===== src/rtl/uart_rx_pkg.sv =====
// uart_rx_pkg: shared types and constants for the UART receiver.
// State enum, frame width and the smallest usable clocks-per-bit.
package uart_rx_pkg;

    localparam int DATA_BITS = 8;
    localparam int MIN_DIV   = 4;

    typedef enum logic [2:0] {
        IDLE,
        START,
        DATA,
        PARITY,
        STOP,
        BREAK
    } state_t;

endpackage


===== src/rtl/uart_rx_sync_fifo.sv =====
// uart_rx_sync_fifo: first-word-fall-through FIFO, power-of-two depth.
// Push at full is ignored unless a pop happens in the same cycle.
module uart_rx_sync_fifo #(
    parameter int DEPTH = 8,
    parameter int WIDTH = 8
) (
    input  logic                     clk,
    input  logic                     rst,
    input  logic                     push,
    input  logic [WIDTH-1:0]         push_data,
    input  logic                     pop,
    output logic [WIDTH-1:0]         pop_data,
    output logic                     full,
    output logic                     empty,
    output logic [$clog2(DEPTH):0]   count
);

    localparam int AW = $clog2(DEPTH);

    logic [WIDTH-1:0] mem [DEPTH];
    logic [AW-1:0]    wr_ptr;
    logic [AW-1:0]    rd_ptr;
    logic [AW:0]      cnt;
    logic             do_push;
    logic             do_pop;

    assign empty    = (cnt == '0);
    assign full     = (cnt == (AW+1)'(DEPTH));
    assign do_pop   = pop & ~empty;
    assign do_push  = push & (~full | do_pop);
    assign count    = cnt;
    assign pop_data = empty ? '0 : mem[rd_ptr];

    // Pointer and occupancy bookkeeping; pointers wrap naturally.
    always_ff @(posedge clk or posedge rst) begin
        if (rst) begin
            wr_ptr <= '0;
            rd_ptr <= '0;
            cnt    <= '0;
        end else begin
            if (do_push) wr_ptr <= wr_ptr + AW'(1);
            if (do_pop)  rd_ptr <= rd_ptr + AW'(1);
            if (do_push && !do_pop)
                cnt <= cnt + (AW+1)'(1);
            else if (do_pop && !do_push)
                cnt <= cnt - (AW+1)'(1);
        end
    end

    // Storage array, no reset needed: reads are masked while empty.
    always_ff @(posedge clk) begin
        if (do_push) mem[wr_ptr] <= push_data;
    end

endmodule


===== src/rtl/uart_rx_fifo.sv =====
// uart_rx_fifo: 8N1 UART receiver feeding a FWFT receive FIFO.
// Define UART_RX_PARITY_EN to add a parity bit and parity_err_o.
module uart_rx_fifo
    import uart_rx_pkg::*;
#(
    parameter int FIFO_DEPTH = 8,
    parameter int DIV_W      = 16
) (
    input  logic                         clk,
    input  logic                         rst,
    input  logic                         rx_i,
    input  logic [DIV_W-1:0]             div_i,
    input  logic                         rx_en_i,
    output logic [7:0]                   data_o,
    output logic                         valid_o,
    input  logic                         ready_i,
    output logic [$clog2(FIFO_DEPTH):0]  count_o,
    output logic                         overrun_o,
    output logic                         frame_err_o,
    input  logic                         clr_err_i,
`ifdef UART_RX_PARITY_EN
    input  logic                         parity_odd_i,
    output logic                         parity_err_o,
`endif
    output logic                         busy_o
);

    state_t           state;
    state_t           state_n;
    logic             rx_s1;
    logic             rx_s2;
    logic             rx_q;
    logic             rx_fall;
    logic [DIV_W-1:0] div_q;
    logic [DIV_W-1:0] cnt;
    logic [DIV_W-1:0] limit;
    logic [2:0]       bit_cnt;
    logic [7:0]       shreg;
    logic             tick;
    logic             start;
    logic             shift_en;
    logic             push;
    logic             frame_set;
    logic             ovr_set;
    logic             fifo_full;
    logic             fifo_empty;
`ifdef UART_RX_PARITY_EN
    logic             par_odd_q;
    logic             par_set;
`endif

    assign rx_fall = rx_q & ~rx_s2;
    assign limit   = (state == START) ? (div_q >> 1) - DIV_W'(1)
                                      : div_q - DIV_W'(1);
    assign tick    = (cnt == limit);
    assign busy_o  = (state != IDLE);
    assign valid_o = ~fifo_empty;
    assign ovr_set = push & fifo_full & ~ready_i;

    // Two-flop synchroniser plus one delayed copy for edge detection.
    always_ff @(posedge clk or posedge rst) begin
        if (rst) begin
            rx_s1 <= 1'b1;
            rx_s2 <= 1'b1;
            rx_q  <= 1'b1;
        end else begin
            rx_s1 <= rx_i;
            rx_s2 <= rx_s1;
            rx_q  <= rx_s2;
        end
    end

    // Receiver state register.
    always_ff @(posedge clk or posedge rst) begin
        if (rst) state <= IDLE;
        else     state <= state_n;
    end

    // Next-state and per-cycle control strobes.
    always_comb begin
        state_n   = state;
        start     = 1'b0;
        shift_en  = 1'b0;
        push      = 1'b0;
        frame_set = 1'b0;
`ifdef UART_RX_PARITY_EN
        par_set   = 1'b0;
`endif
        unique case (state)
            IDLE: begin
                if (rx_en_i && rx_fall) begin
                    state_n = START;
                    start   = 1'b1;
                end
            end
            START: begin
                if (tick) state_n = rx_s2 ? IDLE : DATA;
            end
            DATA: begin
                if (tick) begin
                    shift_en = 1'b1;
                    if (bit_cnt == 3'(DATA_BITS-1))
`ifdef UART_RX_PARITY_EN
                        state_n = PARITY;
`else
                        state_n = STOP;
`endif
                end
            end
`ifdef UART_RX_PARITY_EN
            PARITY: begin
                if (tick) begin
                    par_set = (rx_s2 != (^shreg ^ par_odd_q));
                    state_n = STOP;
                end
            end
`endif
            STOP: begin
                if (tick) begin
                    if (rx_s2) begin
                        push    = 1'b1;
                        state_n = IDLE;
                    end else begin
                        frame_set = 1'b1;
                        state_n   = BREAK;
                    end
                end
            end
            BREAK: begin
                if (rx_s2) state_n = IDLE;
            end
            default: state_n = IDLE;
        endcase
    end

    // Bit timer, divisor capture and LSB-first shift register.
    always_ff @(posedge clk or posedge rst) begin
        if (rst) begin
            cnt     <= '0;
            div_q   <= DIV_W'(MIN_DIV);
            bit_cnt <= '0;
            shreg   <= '0;
`ifdef UART_RX_PARITY_EN
            par_odd_q <= 1'b0;
`endif
        end else if (start) begin
            cnt     <= '0;
            bit_cnt <= '0;
            div_q   <= (div_i < DIV_W'(MIN_DIV)) ? DIV_W'(MIN_DIV) : div_i;
`ifdef UART_RX_PARITY_EN
            par_odd_q <= parity_odd_i;
`endif
        end else if (state != IDLE) begin
            cnt <= tick ? '0 : cnt + DIV_W'(1);
            if (shift_en) begin
                shreg   <= {rx_s2, shreg[7:1]};
                bit_cnt <= bit_cnt + 3'd1;
            end
        end
    end

    // Sticky error flags; a new error beats a simultaneous clear.
    always_ff @(posedge clk or posedge rst) begin
        if (rst) begin
            overrun_o   <= 1'b0;
            frame_err_o <= 1'b0;
`ifdef UART_RX_PARITY_EN
            parity_err_o <= 1'b0;
`endif
        end else begin
            overrun_o   <= ovr_set | (overrun_o & ~clr_err_i);
            frame_err_o <= frame_set | (frame_err_o & ~clr_err_i);
`ifdef UART_RX_PARITY_EN
            parity_err_o <= par_set | (parity_err_o & ~clr_err_i);
`endif
        end
    end

    uart_rx_sync_fifo #(
        .DEPTH (FIFO_DEPTH),
        .WIDTH (8)
    ) u_fifo (
        .clk       (clk),
        .rst       (rst),
        .push      (push),
        .push_data (shreg),
        .pop       (ready_i),
        .pop_data  (data_o),
        .full      (fifo_full),
        .empty     (fifo_empty),
        .count     (count_o)
    );

endmodule


===== config.mk =====
export PLATFORM = sky130hd
export DESIGN_NAME = uart_rx_fifo
export DESIGN_NICKNAME = d
export VERILOG_FILES = /design/src/rtl/uart_rx_pkg.sv /design/src/rtl/uart_rx_sync_fifo.sv /design/src/rtl/uart_rx_fifo.sv
export SDC_FILE = /design/constraint.sdc
export NUM_CORES = 1
export LEC_CHECK = 0
export ABC_AREA = 1
export CAP_MARGIN = 0
export CORE_MARGIN = 5
export CORE_UTILIZATION = 58
export CTS_BUF_LIST = sky130_fd_sc_hd__clkbuf_16
export DETAILED_ROUTE_END_ITERATION = 10
export PLACE_DENSITY_LB_ADDON = 0.05
export REMOVE_ABC_BUFFERS = 1
export SLEW_MARGIN = 10
export SYNTH_ARGS = -nofsm -noshare
export SYNTH_HDL_FRONTEND = slang
export SYNTH_SLANG_ARGS = --single-unit
export TNS_END_PERCENT = 50

===== constraint.sdc =====
create_clock -name clk -period 10.69 [get_ports clk]
set_input_delay 3.207 -clock clk [delete_from_list [all_inputs] [get_ports clk]]
set_output_delay 3.207 -clock clk [all_outputs]
set_load 0.01 [all_outputs]

---- Word level (Yosys, flattened, before mapping) ----
Memory sizes are Yosys's and may differ from the RTL's.
Cells that the tools add are included.
cells by class
  $add $sub $neg .......................... 8
  reductions and logical operators ........ 14
  $lt $le $gt $ge ......................... 1
  eq/ne operators ......................... 13
  mux-type cells .......................... 32
  bitwise logic cells ..................... 16
operators by type and width
  cell                   count
  $mux 16                5
  $mux 3                 10
  $add 16x1->16 const B  1
  $eq 16x16->1           1
  $lt 16x3->1 const B    1
  $sub 15x1->16 const B  1
  $sub 16x1->16 const B  1
  $pmux 3 s5             1
  $mux 1                 12
  $ne 2x2->1 const B     6
  $add 3x1->3 const B    3
  $eq 3x3->1 const B     3
  $mux 4                 2
  $mux 8                 1
  $and 1x1->1            7
  $not 1->1              6
  $reduce_and 6->1       1
  $reduce_bool 2->1      3
  $add 4x1->4 const B    1
  $eq 4x4->1 const B     1
  $logic_not 4->1        1
  $sub 4x1->4 const B    1
  $eq 3x1->1 const B     1
  $eq 3x2->1 const B     1
  other kinds (8)        13
storage, ports and cells
  memory bits (writable) .................. 64
  output and inout port bits .............. 16
  memories ................................ 1
  flip-flop bits (word level) ............. 61
  logic and storage cells ................. 98
  bits of input ports ..................... 22
memory list
  name        words  bits a word  rd ports  clocked after Yosys merged registers in  write ports  RTL line                 text
  u_fifo.mem  8      8            1         0                                        1            uart_rx_sync_fifo.sv:20  logic [WIDTH-1:0] mem [DEPTH];

---- Logic depth before layout (Yosys ltp) ----
  depth after elaboration ................. 10
  gate-level depth with buffers ........... 27

---- Modules after synthesis ----
From an unflattened synthesis, not the netlist that was laid out.
second synthesis, totals
  cell total of the unflattened synthesis .. 862
  area, all modules ....................... 6,979.2 µm²
modules (own cells, without submodules)
  module             sequential area each (µm²)  times used  cells each  area an instance (µm²)
  uart_rx_sync_fifo  2,172.1                     1           360         3,505.9
  uart_rx_fifo       1,281.2                     1           502         3,473.3

---- Worst setup path after synthesis ----
OpenSTA, ideal clock, no wires.
  kind .................................... input port to flip-flop
  start point ............................. input ready_i
  end point ............................... register u_fifo.cnt[3] (netlist: u_fifo.count[3])
  setup slack ............................. 5.688 ns
  buffers on the path ..................... 0
  setup time .............................. 0.128 ns
  data arrival time ....................... 4.875 ns
  cell stages on the path ................. 13
  cells stage by stage .................... nand2_1 -> nand4_1 -> nand3_2 -> clkinv_1 -> ha_1 -> inv_1 -> ha_1 -> a21o_1 -> a21oi_1 -> nand2_1 -> nand2_1 -> nor2_1 -> xor2_1
on the way
  longest elaborated chain between the ends .. 6
  elaborated cells on any way between the ends .. 9
RTL lines
  element                      RTL line                 text
  start: declaration           uart_rx_fifo.sv:16       input logic ready_i,
  $and 1x1->1 (*)              uart_rx_sync_fifo.sv:29  assign do_pop = pop & ~empty;
  $or 1x1->1 (*)               uart_rx_sync_fifo.sv:30  assign do_push = push & (~full | do_pop);
  $and 1x1->1 (*)              uart_rx_sync_fifo.sv:30
  via u_fifo.do_push           uart_rx_sync_fifo.sv:24  logic do_push;
  $logic_not 1->1              uart_rx_sync_fifo.sv:45  else if (do_pop && !do_push)
  $logic_and 1x1->1            uart_rx_sync_fifo.sv:45
  $reduce_bool 2->1 (no line)  n/a
  end signal: assignment       uart_rx_sync_fifo.sv:44  cnt <= cnt + (AW+1)'(1);
  end signal: assignment       uart_rx_sync_fifo.sv:46  cnt <= cnt - (AW+1)'(1);
  end: declaration             uart_rx_sync_fifo.sv:23  logic [AW:0] cnt;
Mark *: on every way through the listed nets, which the timed path passes. The rest lies on a longest branch.
A chain may end at the register's enable or synchronous reset.

---- Worst setup path after layout ----
  start point ............................. register u_fifo.rd_ptr[0]
  end point ............................... output data_o[5]
on the way
  longest elaborated chain between the ends .. 2
RTL lines
  element                   RTL line                 text
  start: declaration        uart_rx_sync_fifo.sv:22  logic [AW-1:0] rd_ptr;
  start signal: assignment  uart_rx_sync_fifo.sv:42  if (do_pop) rd_ptr <= rd_ptr + AW'(1);
  $mem_v2 8x8               n/a
  $mux 8                    uart_rx_sync_fifo.sv:32  assign pop_data = empty ? '0 : mem[rd_ptr];
  end: declaration          uart_rx_fifo.sv:14       output logic [7:0] data_o,
No other way between the ends.

==> metrics.txt <==
worst stage delay on the critical path 1.01 ns; first-pass detailed-route iteration total 5; die height 119 um; Critical Path RT 7.48 ns; DRC 0; initial antenna violation count 0; Slew @ Worst Pin 1.03 ns; iteration-0 DRC count of the detailed router 366; Avg Cell Area, Syn 8.56 um2; worst setup margin 4.08 ns; fin cells 996; Post-synth EDFFs 64; worst min path class flop to flop; fin crit period 6.61 ns; grt peak-use layer met2; Setup CP Type flop to output port; largest net degree at the start of global routing 62; reg2reg start state[2]; Placed Cells 964; Yosys cell types 37; post-place setup slack 4.60 ns; Slew Limit Fails 0; total CTS buffers 17; Hold Startpoint rx_s1; M1 GR Usage 0.274; CTS Hold Buffers Added 0; crit end category output port; CTS sink count 125; Skew-Pair Late Insertion Delay 0.42 ns; sequential fraction of the synthesis area 0.503; Final Skew 0.0106 ns; PwrDens 315 nW/um2; critical path data arrival time 3.40 ns; outcome finished, final reports clean; cell repeated most along the worst path o21ai_0; Reg2Reg Setup Slack 6.48 ns; row cnt 39; number of max-cap violations 0; crit-path leading delay family buffers and inverters; # Post-CTS Setup Buffers 0; CTS clock-pin slew for the worst setup and hold paths 0.06 ns; Synth Flop Type edfxtp_1; worst reg2reg path endpoint u_fifo.count[3]; area of the multi-input gates 2980 um2; slew margin rel. 0.316; clock root cell clkbuf_16; hold path depth 0; Critical Path, Cell by Cell inv_1 > o21ai_0 > o22ai_1 > o21ai_0 > a31oi_1 > clkdlybuf4s50_1; IO buf count 37; number of fill cells 928; synth warn 0; WP depth 6; Remaining Overflow, GRT 0; RSZ-0062 raised after global routing no; Syn Inst Count 802; cells on worst reg2reg path 26; met2 usage 0.378; diodes inserted 0; GPL Wtd Cong 0.896; Fin Setup TNS 0 ns; total wire length 14.9 mm; Detailed Place HPWL 10.7 mm; post-cts resize count 0; area of the die 14100 um2; synthesized flop and latch total 125; Starting Density 0.596; proportion of layout cells with a drive suffix above 1 0.123; DIE WIDTH 119 um; Async SR Flop Fraction 0.488; Ports 38; Routed Antenna Nets 0; hold endpoint rx_s2; Mapped Area 6870 um2; CTS tree done; first-pass GRT wire length 24.9 mm; CP Buf/Inv Count 2; gr usage total 0.220; Final nets 872; area added between synthesis and finish 15.0%; Vias 5471; vias in the first global route 5259; final-report setup violation count 0; Via-to-Cell Ratio 5.49; register area 3450 um2; Final period util 0.618; Fmax 0.151 GHz; CTS Buffer Depth 2; total core area 11500 um2; hold violation count in the final report 0; post-DR wirelength/cell 14.9 um; met3 Track Usage GR 0.0540; H-tree lvl count 4; leak pwr 3.44 nW; crit path max fanout 34; CP max-delay cell dfrtp_1; startpoint types flop; Worst VDD drop 0.000176 V
## state kept, by name, indices dropped and copies added, names as in the netlist
| name | flops |
|---|---|
| bit_cnt | 3 |
| cnt | 16 |
| div_q | 16 |
| frame_err_o | 1 |
| overrun_o | 1 |
| rx_q | 1 |
| rx_s1 | 1 |
| rx_s2 | 1 |
| shreg | 8 |
| state | 3 |
| u_fifo.count | 4 |
| u_fifo.mem | 64 |
| u_fifo.rd_ptr | 3 |
| u_fifo.wr_ptr | 3 |
## metal layers
| metal | routed length (um) | up-vias |
|---|---|---|
| met2 | 7530 | 162 |
| met4 | 188 | 0 |
| met3 | 641 | 17 |
| met5 | 0 | - |
| li1 | - | 2739 |
| met1 | 6520 | 2553 |
## final cells by class
type | instances | area share
Inverter | 78 | 0.0374
Timing Repair Buffer | 40 | 0.0498
Sequential cell | 125 | 0.437
Tap cell | 143 | 0.0227
Clock inverter | 15 | 0.0208
Clock buffer | 17 | 0.0539
Multi-Input combinational cell | 578 | 0.378
## Yosys cell counts, types with 3 or more instances
| cell | instances | area, um2 |
|---|---|---|
| clkinv_1 | 3 | 11.3 |
| inv_1 | 71 | 267 |
| xnor2_1 | 4 | 35.0 |
| o22ai_1 | 21 | 131 |
| o21ai_0 | 61 | 305 |
| xor2_1 | 19 | 166 |
| nand3_1 | 66 | 330 |
| dfrtp_1 | 57 | 1430 |
| nand3_2 | 7 | 70.1 |
| edfxtp_1 | 64 | 1920 |
| a31oi_1 | 8 | 50.1 |
| ha_1 | 9 | 113 |
| dfstp_2 | 4 | 105 |
| nor4_1 | 3 | 18.8 |
| nand2_2 | 26 | 163 |
| nor2_2 | 11 | 68.8 |
| nor3_1 | 5 | 25.0 |
| nand4_1 | 12 | 75.1 |
| nor2_4 | 9 | 101 |
| buf_6 | 5 | 56.3 |
| clkbuf_1 | 15 | 56.3 |
| inv_2 | 3 | 11.3 |
| nand3_4 | 3 | 52.6 |
| nor2_1 | 95 | 357 |
| nand2_4 | 4 | 45.0 |
| nand2_1 | 204 | 766 |
## cell families after synthesis
| family | Yosys count | synth area share |
|---|---|---|
| AOI/OAI and AO/OA | 96 | 0.0765 |
| adders and majority gates | 10 | 0.0193 |
| xor gates and xnor gates | 23 | 0.0293 |
| DFF | 125 | 0.503 |
| and+or+nand+nor | 449 | 0.309 |
| buffers and inverters | 99 | 0.0623 |
## worst max path at each step
stage | startpoint | end | slack [ns]
2_1_floorplan | ready_i | u_fifo.count[3] | 5.69
3_3_place_gp | u_fifo.rd_ptr[0] | data_o[7] | 4.75
3_5_place_dp | u_fifo.rd_ptr[0] | data_o[5] | 4.60
4_1_cts | u_fifo.rd_ptr[0] | data_o[5] | 4.11
5_1_grt | u_fifo.rd_ptr[0] | data_o[3] | 3.71
6_report | u_fifo.rd_ptr[0] | data_o[5] | 4.08
## through the flow
step                utilization  power [W]  hold slack, ns  cell area [um2]
finish                    0.685    0.00248           0.365             7890
detailed placement        0.634    0.00191           0.352             7300
CTS                       0.685    0.00249           0.366             7890
global placement          0.634    0.00188           0.346             7300
global route              0.685    0.00268           0.371             7890
floorplan                     -    0.00158           0.345             6730
## cells in the final DEF (no fill, tap or decap), types with 4 or more instances in the layout
cell	n
nor2_4	9
dfrtp_1	57
xnor2_1	4
nor3_1	5
clkbuf_16	17
edfxtp_1	64
nand3_1	66
xor2_1	19
clkinv_1	4
nand4_1	12
dfstp_2	4
clkdlybuf4s50_1	37
clkinv_4	5
nand2_1	204
o22ai_1	21
inv_2	4
o21ai_0	61
nor2_2	11
nand3_2	7
nand2_4	4
nor2_1	95
inv_1	71
a31oi_1	8
nand2_2	26
ha_1	9
## power by group
group	internal, W	switching, W	leakage, nW	total [W]
clock network	0.000347	0.000224	0.290	0.000570
registers	0.000576	0.0000975	1.39	0.000674
logic	0.000435	0.000805	1.75	0.00124
(Power assumes the default switching activity.)
